==> config.mk <==
export PLATFORM = sky130hd
export DESIGN_NAME = ula_muldiv_hilo
export DESIGN_NICKNAME = d
export VERILOG_FILES = /design/src/rtl/ula_muldiv_hilo.sv
export SDC_FILE = /design/constraint.sdc
export NUM_CORES = 1
export LEC_CHECK = 0
export ABC_CLOCK_PERIOD_IN_PS = 7700
export BUFFER_PORTS_ARGS = -buffer_cell sky130_fd_sc_hd__buf_4
export CAP_MARGIN = 25
export CORE_MARGIN = 1.5
export CORE_UTILIZATION = 45
export DETAILED_ROUTE_END_ITERATION = 10
export GPL_TIMING_DRIVEN = 0
export PLACE_DENSITY_LB_ADDON = 0.05
export SLEW_MARGIN = 20
export SYNTH_ARGS = -nofsm -noshare
export SYNTH_HDL_FRONTEND = slang
export SYNTH_SLANG_ARGS = --single-unit
==> constraint.sdc <==
create_clock -name clock -period 7.7 [get_ports clock]
set_input_delay 0.385 -clock clock [delete_from_list [all_inputs] [get_ports clock]]
set_output_delay 0.385 -clock clock [all_outputs]
set_load 0.05 [all_outputs]
==> src/rtl/ula_muldiv_hilo.sv <==
// ula_muldiv_hilo: iterative MULT/MULTU/DIV/DIVU unit that writes the HI/LO pair.
// One bit per cycle over WIDTH cycles, then one finishing cycle that sign-corrects
// the result and commits it to HI/LO. MTHI/MTLO write HI/LO directly while idle.
//
// Handshake: start is a request that is taken only at a rising edge where
// busy = 0, and start wins over WHI/WLO at that edge. busy stays high from
// the accepting edge until the edge that commits the result; done (and
// div_zero for a zero divisor) pulses for the single cycle in which HI/LO
// first show the new result. A new start may be raised in that done cycle.
module ula_muldiv_hilo #(
  parameter int WIDTH = 32
) (
  input  logic             clock,
  input  logic             reset,
  input  logic             start,
  input  logic [1:0]       OP,
  input  logic [WIDTH-1:0] A,
  input  logic [WIDTH-1:0] B,
  input  logic             WHI,
  input  logic             WLO,
  output logic             busy,
  output logic             done,
  output logic             div_zero,
  output logic [WIDTH-1:0] HI,
  output logic [WIDTH-1:0] LO
);

  localparam int CW = $clog2(WIDTH) + 1;

  typedef enum logic [1:0] {
    IDLE = 2'd0,
    CALC = 2'd1,
    FIN  = 2'd2
  } state_t;

  state_t state;
  state_t state_next;

  // Operation context captured when a request is accepted
  logic               is_div_q;
  logic               dz_q;
  logic               sign_q;
  logic               sign_r;
  logic [WIDTH-1:0]   a_latched;
  logic [WIDTH-1:0]   b_mag;
  logic [CW-1:0]      cnt;

  // Multiply: acc holds {partial product, remaining multiplier bits}.
  // Divide: acc[WIDTH-1:0] holds dividend bits shifting out / quotient bits shifting in.
  logic [2*WIDTH-1:0] acc;
  logic [WIDTH:0]     rem;

  // Operand decode on the live input buses
  logic               in_signed;
  logic               in_div_zero;
  logic [WIDTH-1:0]   a_abs;
  logic [WIDTH-1:0]   b_abs;

  // One iteration of each algorithm
  logic [WIDTH:0]     mul_sum;
  logic [2*WIDTH-1:0] mul_next;
  logic [WIDTH:0]     div_shift;
  logic [WIDTH:0]     div_diff;
  logic               div_ge;
  logic               last_iter;

  // Sign-corrected results presented in FIN
  logic [2*WIDTH-1:0] prod_fix;
  logic [WIDTH-1:0]   quo_fix;
  logic [WIDTH-1:0]   rem_fix;
  logic [WIDTH-1:0]   fin_hi;
  logic [WIDTH-1:0]   fin_lo;

  // Operand magnitudes; -2^(WIDTH-1) maps to its unsigned magnitude with no overflow
  always_comb begin
    in_signed   = ~OP[0];
    in_div_zero = OP[1] && (B == '0);
    a_abs       = (in_signed && A[WIDTH-1]) ? -A : A;
    b_abs       = (in_signed && B[WIDTH-1]) ? -B : B;
  end

  // Single shift-add and single restoring-division step
  always_comb begin
    mul_sum   = {1'b0, acc[2*WIDTH-1:WIDTH]} + (acc[0] ? {1'b0, b_mag} : '0);
    mul_next  = {mul_sum, acc[WIDTH-1:1]};
    div_shift = {rem[WIDTH-1:0], acc[WIDTH-1]};
    div_diff  = div_shift - {1'b0, b_mag};
    // The partial's top bit is never set after a restoring step; it is
    // still honoured so the compare covers the full partial width.
    div_ge    = rem[WIDTH] | ~div_diff[WIDTH];
    last_iter = (cnt == CW'(WIDTH - 1));
  end

  // Final sign correction and HI/LO selection
  always_comb begin
    prod_fix = sign_q ? -acc : acc;
    quo_fix  = sign_q ? -acc[WIDTH-1:0] : acc[WIDTH-1:0];
    rem_fix  = sign_r ? -rem[WIDTH-1:0] : rem[WIDTH-1:0];
    fin_hi   = prod_fix[2*WIDTH-1:WIDTH];
    fin_lo   = prod_fix[WIDTH-1:0];
    if (dz_q) begin
      fin_hi = a_latched;
      fin_lo = '1;
    end else if (is_div_q) begin
      fin_hi = rem_fix;
      fin_lo = quo_fix;
    end
  end

  // FSM state register
  always_ff @(posedge clock or posedge reset) begin
    if (reset) state <= IDLE;
    else       state <= state_next;
  end

  // FSM next-state; busy follows the registered state
  always_comb begin
    state_next = state;
    busy       = (state != IDLE);
    case (state)
      IDLE: if (start) state_next = in_div_zero ? FIN : CALC;
      CALC: if (last_iter) state_next = FIN;
      FIN:  state_next = IDLE;
      default: state_next = IDLE;
    endcase
  end

  // Datapath, HI/LO and status pulses
  always_ff @(posedge clock or posedge reset) begin
    if (reset) begin
      is_div_q  <= 1'b0;
      dz_q      <= 1'b0;
      sign_q    <= 1'b0;
      sign_r    <= 1'b0;
      a_latched <= '0;
      b_mag     <= '0;
      cnt       <= '0;
      acc       <= '0;
      rem       <= '0;
      HI        <= '0;
      LO        <= '0;
      done      <= 1'b0;
      div_zero  <= 1'b0;
    end else begin
      done     <= 1'b0;
      div_zero <= 1'b0;
      case (state)
        IDLE: begin
          if (start) begin
            is_div_q  <= OP[1];
            dz_q      <= in_div_zero;
            sign_q    <= in_signed & (A[WIDTH-1] ^ B[WIDTH-1]);
            sign_r    <= in_signed & A[WIDTH-1];
            a_latched <= A;
            b_mag     <= b_abs;
            acc       <= {{WIDTH{1'b0}}, a_abs};
            rem       <= '0;
            cnt       <= '0;
          end else begin
            if (WHI) HI <= A;
            if (WLO) LO <= A;
          end
        end
        CALC: begin
          cnt <= cnt + 1'b1;
          if (is_div_q) begin
            rem            <= div_ge ? div_diff : div_shift;
            acc[WIDTH-1:0] <= {acc[WIDTH-2:0], div_ge};
          end else begin
            acc <= mul_next;
          end
        end
        FIN: begin
          HI       <= fin_hi;
          LO       <= fin_lo;
          done     <= 1'b1;
          div_zero <= dz_q;
        end
        default: ;
      endcase
    end
  end

endmodule

==> results.md, run 1 <==
- TNS Setup: 0 ps
- Post-DP HPWL: 51.9 mm
- Vias: 16800
- Mean routed wirelength per cell: 23.5 um
- Syn Inst Count: 2097
- Total Wirelength: 65.7 mm
- Num ports: 138
- Most frequent cell after synthesis: nand2_1
- Clock latency at the later pin of the worst-skew pair: 610 ps
- Synth Area per Inst: 8.19 um^2
- Largest family of logic cells by synthesized area: compound AO/OA/AOI/OAI gates
- Sequential share of the synthesized area: 34.8%
- CTS sink count: 239
- EDFF count, synth: 0
- Top cells by area, synth: dfrtp_1 35%, o21ai_0 7.2%, nand2_1 7.1%, xnor2_1 5.6%, ha_1 5.0%
- Post-CTS setup buffers: 0
- Tot GR Track Use: 33.5%
- Top cell type's share of synthesized area: 34.8%
- Synth cell types: 71
- Hold Buf Count CTS: 1
- # DRC: 0
- Hold Crit Class: in -> reg
- Worst EP arrival: 5340 ps
- Die Y: 198 um
- CTS HTree Levels: 1
- Critical path startpoint category: flip-flop
- Xor/xnor share of the synthesized area: 10.1%
- CTS buffer count: 30
- Clock Pin Slew Worst Setup and Hold Paths: 70 ps
- Leakage Power: 8.55 nW
- RePlAce Congestion: 0.976
- Input/output buffers: 126
- Antenna viol nets, final: 0
- Max VDD drop: 0.000253 V
- Max-cap violations: 0
- Slew margin rel.: 34.4%
- DR vias/cell: 6.00
- Outcome: finished, final reports clean
- Initial Util: 45.7%
- Final net count: 2400
- DP Cell Count: 2736
- Placement Setup Slack: 2930 ps
- Mapped cell area: 17200 um^2
- Critical Path RT: 8150 ps
- Post-synth top area cell: dfrtp_1
- Simple-gate share of the synthesized area: 17.5%
- Post-synthesis register bit count: 239
- Die Wd: 198 um
- Post-synth ARST share: 100%
- Vias in the first global route: 16000
- Worst slew pin tran: 975 ps
- Layout cells sized above 1: 9.42%
- Site Rows: 71
- Reg2reg setup slack: 2820 ps
- CTS max path bufs: 3
- Hold Crit Start: A[5]
- Fin cells: 2793
- Tmin final: 4880 ps
- Core ar.: 37600 um^2
- Adder-cell area share of the yosys netlist: 5.26%
- Final period util: 63.4%
- Setup ws final: 2820 ps
- Skew final: 36.8 ps
- CTS root buf: clkbuf_16
- Initial antenna violation count: 1
- Number of antenna diodes: 0
- Mux contribution to synthesized area: 3.50%
- Critical Path End Type: flip-flop
- GR Overflow Total: 0
- Die area: 39400 um^2
- Synth Warn #: 0
- Achievable Freq: 205 MHz
- CTS tree: yes
- Syn Nets: 2239
- Power Dens Cells: 526 nW/um^2
- Post-CTS sizing: 0
- RSZ-0062 raised after global routing: no
- Setup-failing EPs final: 0
- First-pass GRT wire length: 99.3 mm
- Ys flop type: dfrtp_1
- Initial DRC count: 1294
- Leading cell types by count after synthesis: 327 x nand2_1, 246 x o21ai_0, 239 x dfrtp_1, 121 x a21oi_1, 120 x clkbuf_1
- Crit-path max FO: 10
- Fin. max-slew vios: 0
- Compound-Gate Fraction of Synth Area: 24.1%
- Pin count of the biggest net entering global routing: 99
- Final Hold Viols: 0
- WS Path Type: reg -> reg
- R2R Path Start: acc[0]
- Area grow syn2layout: 16.1%
- Pre-antenna DRT Iters: 6
- Crit. Startpoint: acc[0]
-- final timing paths --
check,to,depth (start not counted)
min in group asynchronous,b_mag[6],3
setup / recovery,acc[63],13
hold / removal,a_latched[5],3
setup reg to reg,acc[63],13
hold reg to reg,cnt[5],1
max in group asynchronous,HI[17],5
-- metal layers --
metal	track usage [%]	wire, um	share of wire [%]
met5	0	13	0.020
met3	4.56	4240	6.5
met1	42.8	27600	42
met2	55.5	30100	46
met4	17.0	3790	5.8
-- critical path, stage by stage, from the launching register on --
cell and delay, ps:
dfrtp_1 490, inv_1 380, clkbuf_1 420, nor2_1 130, ha_1 370, a21o_1 230, nor3_1 160, a21oi_1 160
a221o_1 520, a311oi_1 610, o21ai_0 360, a41o_1 370, a2111oi_0 430, a21oi_1 80
-- kinds of logic after synthesis --
| group | Yosys count |
|---|---|
| buffers and inverters | 208 |
| AND/OR/NAND/NOR | 655 |
| adder cells (fa/ha/maj) | 71 |
| multiplexers | 60 |
| AO/OA/AOI/OAI | 665 |
| flip-flops | 239 |
| XOR/XNOR | 199 |
-- state kept, by name, indices dropped and copies added (netlist names) --
register	count
sign_q	1
state	2
acc	64
b_mag	32
HI	32
rem	33
div_zero	1
cnt	6
sign_r	1
dz_q	1
a_latched	32
is_div_q	1
done	1
LO	32
-- stage by stage --
stage | utilization [%] | hold WS (ps) | total power [mW] | instance area (um^2)
3_5_place_dp | 50.1 | 461 | 8.78 | 18800
6_report | 53.1 | 49.3 | 10.5 | 19900
2_1_floorplan | - | 439 | 6.78 | 17200
3_3_place_gp | 49.9 | 458 | 8.71 | 18800
4_1_cts | 53.1 | 37.4 | 10.4 | 19900
5_1_grt | 53.1 | 67.9 | 11.2 | 19900
-- final cells by class --
cell class                      count  area [um^2]
Buffer                            138          536
Sequential cell                   239         5980
Tap cell                          511          639
Clock inverter                     22          327
Timing Repair Buffer              129         1010
Clock buffer                       34          786
Multi-Input combinational cell   1650        10400
Inverter                           70          270
Fill cell                        3595        17600
-- power breakdown --
group	internal [mW]	switching [mW]	total [mW]	leakage [nW]
clock network	0.974	0.637	1.61	0.538
registers	1.86	0.697	2.56	2.97
logic	2.27	4.05	6.32	5.04
-- cell usage in the layout (no fill, tap or decap), types with 41 or more instances in the layout --
cell type | netlist | routed
o31ai_1 | 41 | 41
xnor2_1 | 109 | 109
xor2_1 | 90 | 90
ha_1 | 69 | 69
nand2_1 | 327 | 327
clkbuf_1 | 120 | 122
dfrtp_1 | 239 | 239
mux2i_1 | 59 | 59
buf_4 | 1 | 127
nor2_1 | 110 | 110
a21oi_1 | 121 | 121
o22ai_1 | 44 | 44
o21ai_0 | 246 | 246
inv_1 | 69 | 68
(Power assumes the default switching activity.)
==> run 2, diff against run 1 <==
Settings changed: ABC_CLOCK_PERIOD_IN_PS 7700 to 5100.
Clock period 7.7 ns to 5.1 ns, I/O delays scaled along.
==> run 2 against run 1 <==
Utilization is 1.2 points higher. Power is 49% higher. Sequential share of layout area is 0.66 points lower. Largest cell class unchanged.
==> results.md, run 2 (synthesized netlist as in run 1, its figures left out) <==
- Outcome: finished, final reports clean
- Filler instances: 3590 (-0.14%)
- Skew final: 12.1 ps (-24.7 ps)
- Pin count of the biggest net entering global routing: 35 (-65%)
- Worst slew pin tran: 1070 ps (+92.4 ps)
- Vias: 16900 (+1.1%)
- Hold slack: 16.5 ps (-32.8 ps)
- GR Overflow Total: 0 (unchanged)
- Initial DRC count: 1205 (-6.9%)
- CTS sink count: 239 (unchanged)
- Switch share: 51.6% (+0.33 points)
- Multi-input gate area: 10400 um^2 (unchanged)
- Final Hold Viols: 0 (unchanged)
- Area grow syn2layout: 18.7%
- Commonest non-fill, non-tap cell in the layout: nand2_1
- CTS tree: yes
- Power Dens Cells: 764 nW/um^2 (+45%)
- Vias in the first global route: 16600 (+3.3%)
- Pre-antenna DRT Iters: 7 (+1)
- Leakage Power: 8.74 nW (+2.3%)
- Most frequent cells in the layout: 327 x nand2_1, 245 x o21ai_0, 239 x dfrtp_1
- Largest Register: acc
- Clock Power Share: 14.0% (-1.4 points)
- Achievable Freq: 209 MHz (+2.3%)
- CTS buffer count: 30 (unchanged)
- NetSw: 8.05 mW (+50%)
- Slew margin rel.: 28.8% (-5.6 points)
- Input/output buffers: 126 (unchanged)
- Register Area: 5980 um^2 (unchanged)
- Initial antenna violation count: 2 (+1)
- Critical Path RT: 5590 ps (-2560 ps)
- Setup-failing EPs final: 0 (unchanged)
- # DRC: 0 (unchanged)
- CTS max path bufs: 3 (unchanged)
- First-pass GRT wire length: 101 mm (+1.9%)
- Die Wd: 198 um (unchanged)
- Top flop regs: acc: 64 flops, rem: 33 flops
- Largest register FFs: 64 (unchanged)
- WS Path Type: reg -> reg
- Site Rows: 71 (unchanged)
- Initial Util: 45.7% (unchanged)
- Worst EP arrival: 5270 ps (-70 ps)
- RSZ-0062 raised after global routing: no
- CTS root buf: clkbuf_16
- Post-DP HPWL: 53.4 mm (+2.9%)
- Clock latency at the later pin of the worst-skew pair: 580 ps (-30 ps)
- Final net count: 2454 (+2.3%)
- Critical Path End Type: flip-flop
- Mean routed wirelength per cell: 23.5 um (about the same)
- Post-CTS setup buffers: 0 (unchanged)
- CTS HTree Levels: 1 (unchanged)
- Tot GR Track Use: 34.3% (+0.78 points)
- Die Y: 198 um (unchanged)
- Fin. max-slew vios: 0 (unchanged)
- Max VDD drop: 0.000366 V (+45%)
- Final period util: 93.6% (+30 points)
- Die area: 39400 um^2 (unchanged)
- Final core occ: 54.3% (+1.2 points)
- Total Wirelength: 66.8 mm (+1.7%)
- Hold Crit Class: in -> reg
- Sequential share of power: 25.1% (+0.7 points)
- Post-place instance area: 18900 um^2 (+0.54%)
- RePlAce Congestion: 0.958 (-1.8%)
- Number of antenna diodes: 0 (unchanged)
- DR vias/cell: 5.96 (-0.67%)
- Core ar.: 37600 um^2 (unchanged)
- Tmin final: 4780 ps (-109 ps)
- Cell Int Power: 7.54 mW (+48%)
- TNS Setup: 0 ps (unchanged)
- Clock Pin Slew Worst Setup and Hold Paths: 60 ps (about the same)
- Antenna viol nets, final: 0 (unchanged)
- Layout cells sized above 1: 9.30% (-0.12 points)
- Logic pwr share: 61.0% (+0.8 points)
- Finished Cell Area: 20400 um^2 (+2.2%)
- Max-cap violations: 0 (unchanged)
- Crit-path max FO: 10 (unchanged)
- Total power: 15.6 mW (+49%)
- Critical path startpoint category: flip-flop
- Num ports: 138 (unchanged)
-- run 2: path summary, 6_finish.rpt --
kind / startpoint / end / slack, ps / cells after the start
min in group asynchronous: reset / b_mag[10] / 160 / 3
min reg2reg: cnt[5] / cnt[5] / 480 / 1
min: A[28] / a_latched[28] / 20 / 3
max in group asynchronous: reset / a_latched[2] / 3770 / 7
max reg2reg: acc[31] / rem[27] / 320 / 14
max: acc[31] / rem[27] / 320 / 14
-- run 2: per-layer routing --
metal  global-route usage, %  share of wire (%)  vias up
met5                       0              0.036        -
met1                    43.5                 41     8110
met3                    4.17                6.4      154
met2                    57.7                 47      690
met4                    17.0                5.5        4
li1                        -                  -     7986
-- run 2: critical path: stages, from the launching register on --
cell and delay (ps):
dfrtp_1 320, clkbuf_1 330, inv_1 140, ha_1 240, fa_1 400, nor2b_1 170, o31a_1 210, o21ai_1 220
o21ai_1 420, a21oi_1 210, o211ai_1 470, mux2i_1 560, clkbuf_2 450, nand2_1 290, o21ai_0 260
-- run 2: stage by stage --
| step | worst slack (ps) | std cells |
|---|---|---|
| after floorplan | 1580 | 2097 |
| after global placement | -22.1 | 2734 |
| after detailed placement | -53.3 | 2742 |
| after CTS | 225 | 2844 |
| after global routing | 91.5 | 2844 |
| final | 324 | 2844 |
-- run 2: timing repair --
action,CTS,global route
resized for setup,1,1
hold endpoints to repair,111,0
hold buffers,49,0
setup endpoints to repair,4,8
-- run 2: power by group through the flow --
stage	Sequential (mW)	Clock, mW	Combinational (mW)
global placement	3.89	0	9.26
global route	4.01	2.28	10.4
floorplan	4.29	0	5.95
finish	3.91	2.18	9.51
CTS	3.88	2.20	9.43
detailed placement	3.91	0	9.37
-- run 2: area by class of cell --
| type | instances | area share (%) |
|---|---|---|
| clock buffers | 36 | 3.94 |
| clock inverters | 17 | 0.847 |
| multi-input cells | 1650 | 51.0 |
| repair buffers | 183 | 7.83 |
| well taps | 511 | 3.13 |
| plain buffers | 138 | 2.63 |
| flip-flops and latches | 239 | 29.3 |
| inverters | 70 | 1.31 |
==> run 3, diff against run 2 <==
Settings changed: CORE_UTILIZATION 45 to 62, GPL_TIMING_DRIVEN 0 to default.
==> run 3 against run 2 <==
Non-clock buffer count fell by 135. Sequential share of layout area rose by 1.5 points. Flip-flop and latch count did not move. Combinational power fell by 7.5%. Final cell count fell by 9.8%. Setup slack improved by 450 ps. Utilization rose by 17 points. Critical path type unchanged.
==> results.md, run 3 (synthesized netlist as in run 1, its figures left out) <==
- Outcome: finished, final reports clean
- Leakage Power: 8.48 nW (-3.0%)
- Total power: 14.7 mW (-5.8%)
- WS Path Type: reg -> reg
- Initial DRC count: 1556 (+29%)
- Post-CTS setup buffers: 0 (unchanged)
- Worst slew pin tran: 1060 ps (-4.28 ps)
- Hold Crit Class: in -> reg
- Achievable Freq: 231 MHz (+10%)
- Post-DP HPWL: 40.9 mm (-23%)
- Setup ws final: 776 ps (+452 ps)
- Setup-failing EPs final: 0 (unchanged)
- Initial antenna violation count: 0 (-2)
- Antenna viol nets, final: 0 (unchanged)
- Final Hold Viols: 0 (unchanged)
- RSZ-0062 raised after global routing: no
- TNS Setup: 0 ps (unchanged)
- Pre-antenna DRT Iters: 8 (+1)
- Clock Pin Slew Worst Setup and Hold Paths: 60 ps (about the same)
- Critical path startpoint category: flip-flop
- Pin count of the biggest net entering global routing: 90 (+160%)
- Max-cap violations: 0 (unchanged)
- DR vias/cell: 6.45 (+8.3%)
- Area grow syn2layout: 13.2%
- Skew final: 17.8 ps (+5.76 ps)
- Num ports: 138 (unchanged)
- Crit-path max FO: 24 (+14)
- Vias in the first global route: 15800 (-5.0%)
- Worst EP arrival: 4760 ps (-510 ps)
- Input/output buffers: 137 (+8.7%)
- Final period util: 84.8% (-8.9 points)
- Final net count: 2316 (-5.6%)
- Site Rows: 60 (-15%)
- CTS tree: yes
- Die Y: 169 um (-15%)
- Tot GR Track Use: 38.5% (+4.2 points)
- Critical Path RT: 5530 ps (-60 ps)
- Max VDD drop: 0.000501 V (+37%)
- Fin. max-slew vios: 0 (unchanged)
- Placement Setup Slack: 926 ps (+979 ps)
- CTS HTree Levels: 1 (unchanged)
- CTS root buf: clkbuf_16
- Power Dens Cells: 755 nW/um^2 (-1.2%)
- Die area: 28700 um^2 (-27%)
- Mean routed wirelength per cell: 21.4 um (-9.0%)
- Slew margin rel.: 29.1% (+0.29 points)
- Largest Register: acc
- Vias: 16500 (-2.4%)
- Total Wirelength: 54.8 mm (-18%)
- First-pass GRT wire length: 86.5 mm (-15%)
- CTS sink count: 239 (unchanged)
- Die Wd: 169 um (-15%)
- Top flop regs: acc: 64 flops, rem: 33 flops
- Number of antenna diodes: 0 (unchanged)
- RePlAce Congestion: 0.990 (+3.3%)
- Clock latency at the later pin of the worst-skew pair: 560 ps (-20 ps)
- Most frequent cells in the layout: 327 x nand2_1, 246 x o21ai_0, 237 x dfrtp_1
- Core ar.: 27100 um^2 (-28%)
- GR Overflow Total: 0 (unchanged)
- Finished Cell Area: 19400 um^2 (-4.6%)
- Critical Path End Type: flip-flop
- Tmin final: 4320 ps (-452 ps)
- # DRC: 0 (unchanged)
- DP Cell Count: 2492 (-9.1%)
- Initial Util: 63.4% (+18 points)
- Fin cells: 2565 (-9.8%)
- Commonest non-fill, non-tap cell in the layout: nand2_1
- Post-place instance area: 18400 um^2 (-2.8%)
- CTS buffer count: 27 (-10%)
- CTS max path bufs: 3 (unchanged)
- Largest register FFs: 64 (unchanged)
- Layout cells sized above 1: 10.6% (+1.3 points)
## run 3: changes by cell type in the layout (fill, tap and decap cells not counted), moves of 2 or more
cell	delta
clkbuf_8	+3
clkinv_2	-3
buf_4	+31
nor2_1	-2
clkinvlp_4	-2
bufinv_16	-3
dfrtp_1	-2
buf_1	-11
buf_2	-5
dlygate4sd3_1	-24
clkbuf_16	-4
buf_12	-5
clkbuf_1	-114
## run 3: through the flow
stage	utilization, %	hold slack [ps]
4_1_cts	71.8	0.0809
3_5_place_dp	67.9	194
6_report	71.8	4.11
5_1_grt	71.8	8.29
3_3_place_gp	67.9	188
2_1_floorplan	-	351
## run 3: worst paths after layout
path	startpoint	endpoint	slack, ps	cells past startpoint
min in group asynchronous	reset	cnt[1]	190	3
hold / removal	A[15]	a_latched[15]	4	3
setup / recovery	acc[31]	rem[1]	780	13
setup reg to reg	acc[31]	rem[1]	780	13
max in group asynchronous	reset	b_mag[24]	3890	4
hold reg to reg	a_latched[30]	a_latched[30]	470	2
## run 3: area by class of cell
cell class | instances | area (um^2)
tap | 372 | 465
fill | 2187 | 7650
timing repair buffer | 186 | 1500
multi-input combinational | 1650 | 10400
clock buffer | 40 | 764
clock inverter | 8 | 43.8
inverter | 70 | 267
sequential | 239 | 5990
## run 3: report_power, final
group	switching, mW	total (mW)	internal [mW]
combinational	5.37	8.80	3.43
clock	0.806	1.84	1.03
sequential	1.24	4.05	2.82
total	7.41	14.7	7.28
## run 3: repair_timing
action | CTS | global route
hold buffers | 25 | 0
endpoints found under the hold margin | 70 | 0
gates resized for setup | 0 | 0
## run 3: worst max-delay path, stage by stage (launching register included)
cell	delay, ps
dfrtp_1	480
inv_1	130
ha_1	230
fa_1	410
nor2b_1	170
o31a_1	190
o21ai_1	210
o21ai_0	440
a21oi_1	220
o211ai_1	530
mux2i_4	530
buf_12	250
nand2_1	90
a32o_1	260
## run 3: per-layer routing
metal / track usage (%) / routed length, um / vias to the layer above
li1: - / - / 7686
met1: 48.8 / 21600 / 7845
met2: 62.4 / 24900 / 806
met3: 5.55 / 4570 / 206
met4: 23.7 / 3790 / 0
met5: 0 / 0 / -
